### src/rtl/alu_pkg.sv
// Shared ALU definitions.
//   DATA_W / HALF_W : operand width and the width of one pipeline stage's adder
//   OP_ADD / OP_SUB : encoding of the op_sub control bit
//   flags_t         : condition flags produced alongside an arithmetic result
package alu_pkg;

  localparam int DATA_W = 64;
  localparam int HALF_W = 32;

  localparam logic OP_ADD = 1'b0;
  localparam logic OP_SUB = 1'b1;

  typedef struct packed {
    logic carry;
    logic zero;
    logic neg;
    logic ovf;
  } flags_t;

endpackage

### src/rtl/bk_adder32.sv
// Combinational 32-bit Brent-Kung prefix adder.
//   a, b     : addends
//   cin      : carry into bit 0
//   s        : sum, modulo 2^32
//   c_msb_in : carry into bit 31 (used for signed overflow of the upper half)
//   cout     : carry out of bit 31
//
// Stage 0 holds bitwise generate/propagate. Stages 1..LG form the up-sweep
// (span doubles per stage). Stages LG+1..2*LG-1 form the down-sweep, which
// fills in the remaining prefixes. Each stage is its own signal, so no
// signal feeds back on itself. The carry-in is merged after the tree, which
// keeps every group propagate term in use.
module bk_adder32
  import alu_pkg::*;
(
  input  logic [HALF_W-1:0] a,
  input  logic [HALF_W-1:0] b,
  input  logic              cin,
  output logic [HALF_W-1:0] s,
  output logic              c_msb_in,
  output logic              cout
);

  localparam int LG  = $clog2(HALF_W);
  localparam int NST = 2 * LG;

  logic [HALF_W:0] c;

  genvar gk, gi;
  generate
    for (gk = 0; gk < NST; gk++) begin : st
      logic [HALF_W-1:0] g;
      logic [HALF_W-1:0] p;

      if (gk == 0) begin : g_leaf
        assign g = a & b;
        assign p = a ^ b;
      end else begin : g_tree
        // Distance to the partner node combined at this stage.
        localparam int D = (gk <= LG) ? (2 ** (gk - 1)) : (2 ** (2 * LG - 1 - gk));

        for (gi = 0; gi < HALF_W; gi++) begin : g_bit
          localparam bit HIT = (gk <= LG)
                               ? (((gi + 1) % (2 * D)) == 0)
                               : ((((gi + 1) % (2 * D)) == D) && ((gi + 1) > 2 * D));
          if (HIT) begin : g_node
            assign g[gi] = st[gk-1].g[gi] | (st[gk-1].p[gi] & st[gk-1].g[gi-D]);
            assign p[gi] = st[gk-1].p[gi] & st[gk-1].p[gi-D];
          end else begin : g_pass
            assign g[gi] = st[gk-1].g[gi];
            assign p[gi] = st[gk-1].p[gi];
          end
        end
      end
    end

    // After the final stage, (g, p)[i] cover bits i..0; fold in the carry-in.
    assign c[0] = cin;
    for (gi = 0; gi < HALF_W; gi++) begin : g_carry
      assign c[gi+1] = st[NST-1].g[gi] | (st[NST-1].p[gi] & cin);
    end
  endgenerate

  assign s        = st[0].p ^ c[HALF_W-1:0];
  assign c_msb_in = c[HALF_W-1];
  assign cout     = c[HALF_W];

endmodule

### src/rtl/bk_subtractor_pipe64.sv
// Two-stage pipelined 64-bit add/subtract unit with valid/ready handshake.
//   clk, rst            : rising-edge clock, synchronous active-high reset
//   in_valid / in_ready : input handshake; in_ready depends combinationally on out_ready
//   in_a, in_b          : operands
//   in_op_sub           : 1 = a - b, 0 = a + b
//   in_tag              : opaque tag returned with the result
//   out_valid/out_ready : output handshake
//   out_res             : result modulo 2^64
//   out_carry           : carry out of bit 63 (for subtract: 1 = no borrow)
//   out_zero, out_neg   : result is zero / result bit 63
//   out_ovf             : signed overflow
//   out_tag             : tag of the result
// Stage 1 adds the low halves; stage 2 adds the high halves with the
// registered carry out of bit 31.
module bk_subtractor_pipe64
  import alu_pkg::*;
#(
  parameter int TAG_W = 4
) (
  input  logic              clk,
  input  logic              rst,
  input  logic              in_valid,
  output logic              in_ready,
  input  logic [DATA_W-1:0] in_a,
  input  logic [DATA_W-1:0] in_b,
  input  logic              in_op_sub,
  input  logic [TAG_W-1:0]  in_tag,
  output logic              out_valid,
  input  logic              out_ready,
  output logic [DATA_W-1:0] out_res,
  output logic              out_carry,
  output logic              out_zero,
  output logic              out_neg,
  output logic              out_ovf,
  output logic [TAG_W-1:0]  out_tag
);

  // Stage 1 registers
  logic              s1_valid_reg;
  logic [HALF_W-1:0] s1_lo_reg;
  logic              s1_c32_reg;
  logic [HALF_W-1:0] s1_a_hi_reg;
  logic [HALF_W-1:0] s1_bb_hi_reg;
  logic [TAG_W-1:0]  s1_tag_reg;

  // Stage 2 registers
  logic              s2_valid_reg;
  logic [HALF_W-1:0] s2_lo_reg;
  logic [HALF_W-1:0] s2_hi_reg;
  logic              s2_c63_reg;
  logic              s2_c64_reg;
  logic [TAG_W-1:0]  s2_tag_reg;

  logic s2_adv;
  logic s1_adv;
  logic in_fire;

  logic [DATA_W-1:0] bb;
  logic [HALF_W-1:0] lo_sum;
  logic              lo_c32;
  logic              lo_c31_unused;  // carry into bit 31 of the low half has no consumer
  logic [HALF_W-1:0] hi_sum;
  logic              hi_c63;
  logic              hi_c64;

  flags_t flags;

  // Handshake: stage 2 can take new data when empty or being drained;
  // stage 1 can take new data when empty or moving into stage 2.
  assign s2_adv   = !s2_valid_reg || out_ready;
  assign s1_adv   = s1_valid_reg && s2_adv;
  assign in_ready = !s1_valid_reg || s2_adv;
  assign in_fire  = in_valid && in_ready;

  // Subtraction is a + ~b + 1; the +1 comes in as carry-in of the low half.
  assign bb = in_op_sub ? ~in_b : in_b;

  bk_adder32 u_add_lo (
    .a        (in_a[HALF_W-1:0]),
    .b        (bb[HALF_W-1:0]),
    .cin      (in_op_sub),
    .s        (lo_sum),
    .c_msb_in (lo_c31_unused),
    .cout     (lo_c32)
  );

  bk_adder32 u_add_hi (
    .a        (s1_a_hi_reg),
    .b        (s1_bb_hi_reg),
    .cin      (s1_c32_reg),
    .s        (hi_sum),
    .c_msb_in (hi_c63),
    .cout     (hi_c64)
  );

  always_ff @(posedge clk) begin
    if (rst) begin
      s1_valid_reg <= 1'b0;
      s1_lo_reg    <= '0;
      s1_c32_reg   <= 1'b0;
      s1_a_hi_reg  <= '0;
      s1_bb_hi_reg <= '0;
      s1_tag_reg   <= '0;
      s2_valid_reg <= 1'b0;
      s2_lo_reg    <= '0;
      s2_hi_reg    <= '0;
      s2_c63_reg   <= 1'b0;
      s2_c64_reg   <= 1'b0;
      s2_tag_reg   <= '0;
    end else begin
      if (in_fire) begin
        s1_lo_reg    <= lo_sum;
        s1_c32_reg   <= lo_c32;
        s1_a_hi_reg  <= in_a[DATA_W-1:HALF_W];
        s1_bb_hi_reg <= bb[DATA_W-1:HALF_W];
        s1_tag_reg   <= in_tag;
      end
      s1_valid_reg <= in_fire ? 1'b1 : (s1_adv ? 1'b0 : s1_valid_reg);

      if (s2_adv) begin
        // With s2 advancing, an empty s1 leaves s2 empty.
        s2_valid_reg <= s1_valid_reg;
        if (s1_valid_reg) begin
          s2_lo_reg  <= s1_lo_reg;
          s2_hi_reg  <= hi_sum;
          s2_c63_reg <= hi_c63;
          s2_c64_reg <= hi_c64;
          s2_tag_reg <= s1_tag_reg;
        end
      end
    end
  end

  // Flags come from stage-2 registers only, so they hold while stalled.
  always_comb begin
    flags       = '0;
    flags.carry = s2_c64_reg;
    flags.zero  = ~|{s2_hi_reg, s2_lo_reg};
    flags.neg   = s2_hi_reg[HALF_W-1];
    flags.ovf   = s2_c63_reg ^ s2_c64_reg;
  end

  assign out_valid = s2_valid_reg;
  assign out_res   = {s2_hi_reg, s2_lo_reg};
  assign out_carry = flags.carry;
  assign out_zero  = flags.zero;
  assign out_neg   = flags.neg;
  assign out_ovf   = flags.ovf;
  assign out_tag   = s2_tag_reg;

  // A stalled offer must stay offered with unchanged payload.
  property p_hold_stable;
    @(posedge clk) disable iff (rst)
      (in_valid && !in_ready) |=> (in_valid && $stable({in_a, in_b, in_op_sub, in_tag}));
  endproperty
  a_hold_stable: assert property (p_hold_stable);

endmodule
### config.mk
export PLATFORM = sky130hd
export DESIGN_NAME = bk_subtractor_pipe64
export DESIGN_NICKNAME = d
export VERILOG_FILES = /design/src/rtl/alu_pkg.sv /design/src/rtl/bk_adder32.sv /design/src/rtl/bk_subtractor_pipe64.sv
export SDC_FILE = /design/constraint.sdc
export NUM_CORES = 1
export LEC_CHECK = 0
export ABC_AREA = 1
export ABC_CLOCK_PERIOD_IN_PS = 4200
export CORE_MARGIN = 2
export CORE_UTILIZATION = 35
export CTS_CLUSTER_DIAMETER = 50
export DETAILED_ROUTE_END_ITERATION = 10
export SLEW_MARGIN = 30
export SYNTH_ARGS = -nofsm -noshare
export SYNTH_HDL_FRONTEND = slang
export SYNTH_SLANG_ARGS = --single-unit
### constraint.sdc
create_clock -name clk -period 4.2 [get_ports clk]
set_input_delay 1.26 -clock clk [delete_from_list [all_inputs] [get_ports clk]]
set_output_delay 1.26 -clock clk [all_outputs]
set_load 0.05 [all_outputs]
==> reports/results.tsv <==
metric	value	unit
setup_tns	0	ns
cts_tree	built	
yosysTopAreaCell	dfxtp_1	
synthArstFlopShare	0	
r2r-start	s1_a_hi_reg[9]$_SDFFE_PP0P_	
placed_area	11700	µm²
clkSlewWorstSetupHoldPaths	0.06	ns
dieArea	28000	µm²
clockBufferDepth	2	
ys_top_cells_by_area	dfxtp_1, nor2_1, o21ai_0	
syn2layout_area_growth	31.5	%
setup_viol	0	
cts_buffers	17	
io_buffers	210	
yosysTopAreaCellShare	0.370	
yosys_warnings	0	
wl_per_cell	14.1	µm
post_cts_buffers	0	
die_w	167	µm
cp.required	2.94	ns
ys_seq_area_frac	0.370	
root_buffer	clkbuf_16	
worstSetupStartpointType	register	
slew_headroom	0.535	
yosysMostFrequentCell	nor2_1	
irDropWorstVdd	0.000226	V
ys_dominant_reg_cell	dfxtp_1	
drtIter0Drc	402	
coreArea	26100	µm²
clk_latency	0.43	ns
path_max_fanout	3	
path_cells	nor4_1, nand2_1, nor2_1, nand4_1, nor3_1, clkdlybuf4s50_1	
place.gp.congestion	0.830	
synth_top_family_by_area	simple AND/OR/NAND/NOR gates	
fin_crit_sh	0.964	
critical_path.endpoint_type	output pin	
synth-compound-area-share	0.162	
routed_via_density	4.69	
grt_pass1_vias	7944	
grt_overflow	0	
violations	DRC	
cpPeakStageDelay	0.87	ns
synth_area	9350	µm²
pwr-share-comb	0.271	
hp-start	s1_tag_reg[1]$_SDFFE_PP0P_	
holdPathEnd	s1_tag_reg[1]$_SDFFE_PP0P_	
io_pins	211	
synth.top_cells.by_count	nor2_1, dfxtp_1, o21ai_0, nand2_1, inv_1	
place_ws	0.464	ns
fin_cells	1777	
reg2reg_depth	16	
path_class	register to output pin	
p_leak	5.49	nW
num_rows	59	
grt_pass1_wl	40300	µm
cts.htree.levels	4	
drive_gt1_frac	0.0645	
tightest_slew	0.697	ns
fillCellCount	2664	
grt.total_usage	0.178	
grt_max_degree	57	
avgSynthCellArea	7.47	µm²
die_h	167	µm
fin_area	12300	µm²
switching_share	0.327	
finalCriticalPeriod	4.05	ns
synthDistinctLibCells	38	
drc	9	
synthCells	1251	
internal-power	3.16	mW
synthXorXnorAreaFrac	0.103	
fin_skew	0.0193	ns
reg2reg_to	s2_hi_reg[31]$_SDFFE_PP0P_	
post-place-cells	1744	
drv_cap	0	
cp_slowest_cell	clkdlybuf4s50_1	
outcome	complete, but fails checks	
initial_core_util	0.358	
cts_resized	0	
p_seq_frac	0.400	
syn_nets	1453	
nets	1630	
drt-total-wl	25000	µm
synth_mux_area_frac	0.00120	
synth-seq-cells	173	
grt_antenna_before_repair	1	
rsz0062_at_grt	false	
crit_arrival	2.79	ns
p_per_area	382	nW/µm²
place_hpwl	18300	µm
synthSimpleGateAreaFrac	0.205	
hold_depth	2	
rrSetupSlack	1.98	ns
hold_slack	0.479	ns
p_clk_frac	0.329	
drt_pre_antenna_iters	9	
fin_ws	0.150	ns
synth_adder_area_share	0.0878	
finalHoldViolations	0	
p_sw	1.53	mW
drv_slew	0	
ant_nets	0	
clkSinkCount	173	
vias	8326	
synth_enable_flop_cells	0	
holdCritPathClass	register to register	
postCtsHoldBufs	0	
fmax	0.247	GHz
==> worst max-delay path by stage <==
stage / startpoint / endpoint / cells past startpoint
after floorplan: in_op_sub / s1_lo_reg[31]$_SDFFE_PP0P_ / 23
after global placement: in_op_sub / s1_lo_reg[31]$_SDFFE_PP0P_ / 18
after detailed placement: in_op_sub / s1_lo_reg[31]$_SDFFE_PP0P_ / 18
after CTS: s2_lo_reg[20]$_SDFFE_PP0P_ / out_zero / 6
after global routing: s2_lo_reg[20]$_SDFFE_PP0P_ / out_zero / 6
final: s2_lo_reg[20]$_SDFFE_PP0P_ / out_zero / 6
==> routing by layer <==
metal,GRT usage,vias up,routed length (µm)
met5,0,-,0
met4,0.0393,0,263
met3,0.0366,15,986
met2,0.311,152,12000
met1,0.227,3710,11800
li1,-,4449,-
==> per-stage QoR <==
step / utilization / power (mW)
finish: 0.470 / 4.69
global route: 0.470 / 4.97
CTS: 0.470 / 4.75
detailed placement: 0.448 / 3.19
global placement: 0.448 / 3.18
floorplan: - / 2.76
==> kinds of logic after synthesis <==
group           count (synthesis)
compound gates                284
buf+inv                       167
flops                         173
fa+ha+maj                      65
xor+xnor                      110
mux                             1
simple gates                  451
==> cells in the final DEF (no fill, tap or decap), types with 6 or more instances in the layout <==
cell	instances
a21oi_1	86
buf_4	13
clkbuf_16	17
clkdlybuf4s50_1	207
dfxtp_1	173
ha_1	64
inv_1	96
inv_6	6
nand2_1	113
nand2_2	16
nand2_4	7
nand3_1	27
nand4_1	8
nor2_1	247
nor3_1	7
nor4_1	15
o211ai_1	11
o21ai_0	164
xnor2_1	49
xor2_1	61
==> area by class of cell <==
type / instances / area, µm² / area share
clock inverter: 13 / 128 / 0.0104
antenna: 1 / 2.50 / 0.000204
inverter: 102 / 387 / 0.0315
clock buffer: 19 / 443 / 0.0360
timing repair buffer: 223 / 2210 / 0.180
sequential: 173 / 3460 / 0.282
multi-input combinational: 911 / 5230 / 0.426
tap: 335 / 419 / 0.0341
==> critical path: cells and delay by family, from the launching register on <==
kind                   cells  cell delay (ns)
buffers and inverters      1             0.87
flip-flops                 1             0.32
AND/OR/NAND/NOR            5             1.18
==> power groups by stage <==
stage	clock, mW	combinational (mW)	sequential, mW
6_report	1.54	1.27	1.88
2_1_floorplan	0	0.702	2.06
3_3_place_gp	0	1.26	1.91
3_5_place_dp	0	1.27	1.92
4_1_cts	1.59	1.28	1.88
5_1_grt	1.66	1.41	1.90
Note: power is estimated with default switching activity, not from simulation.
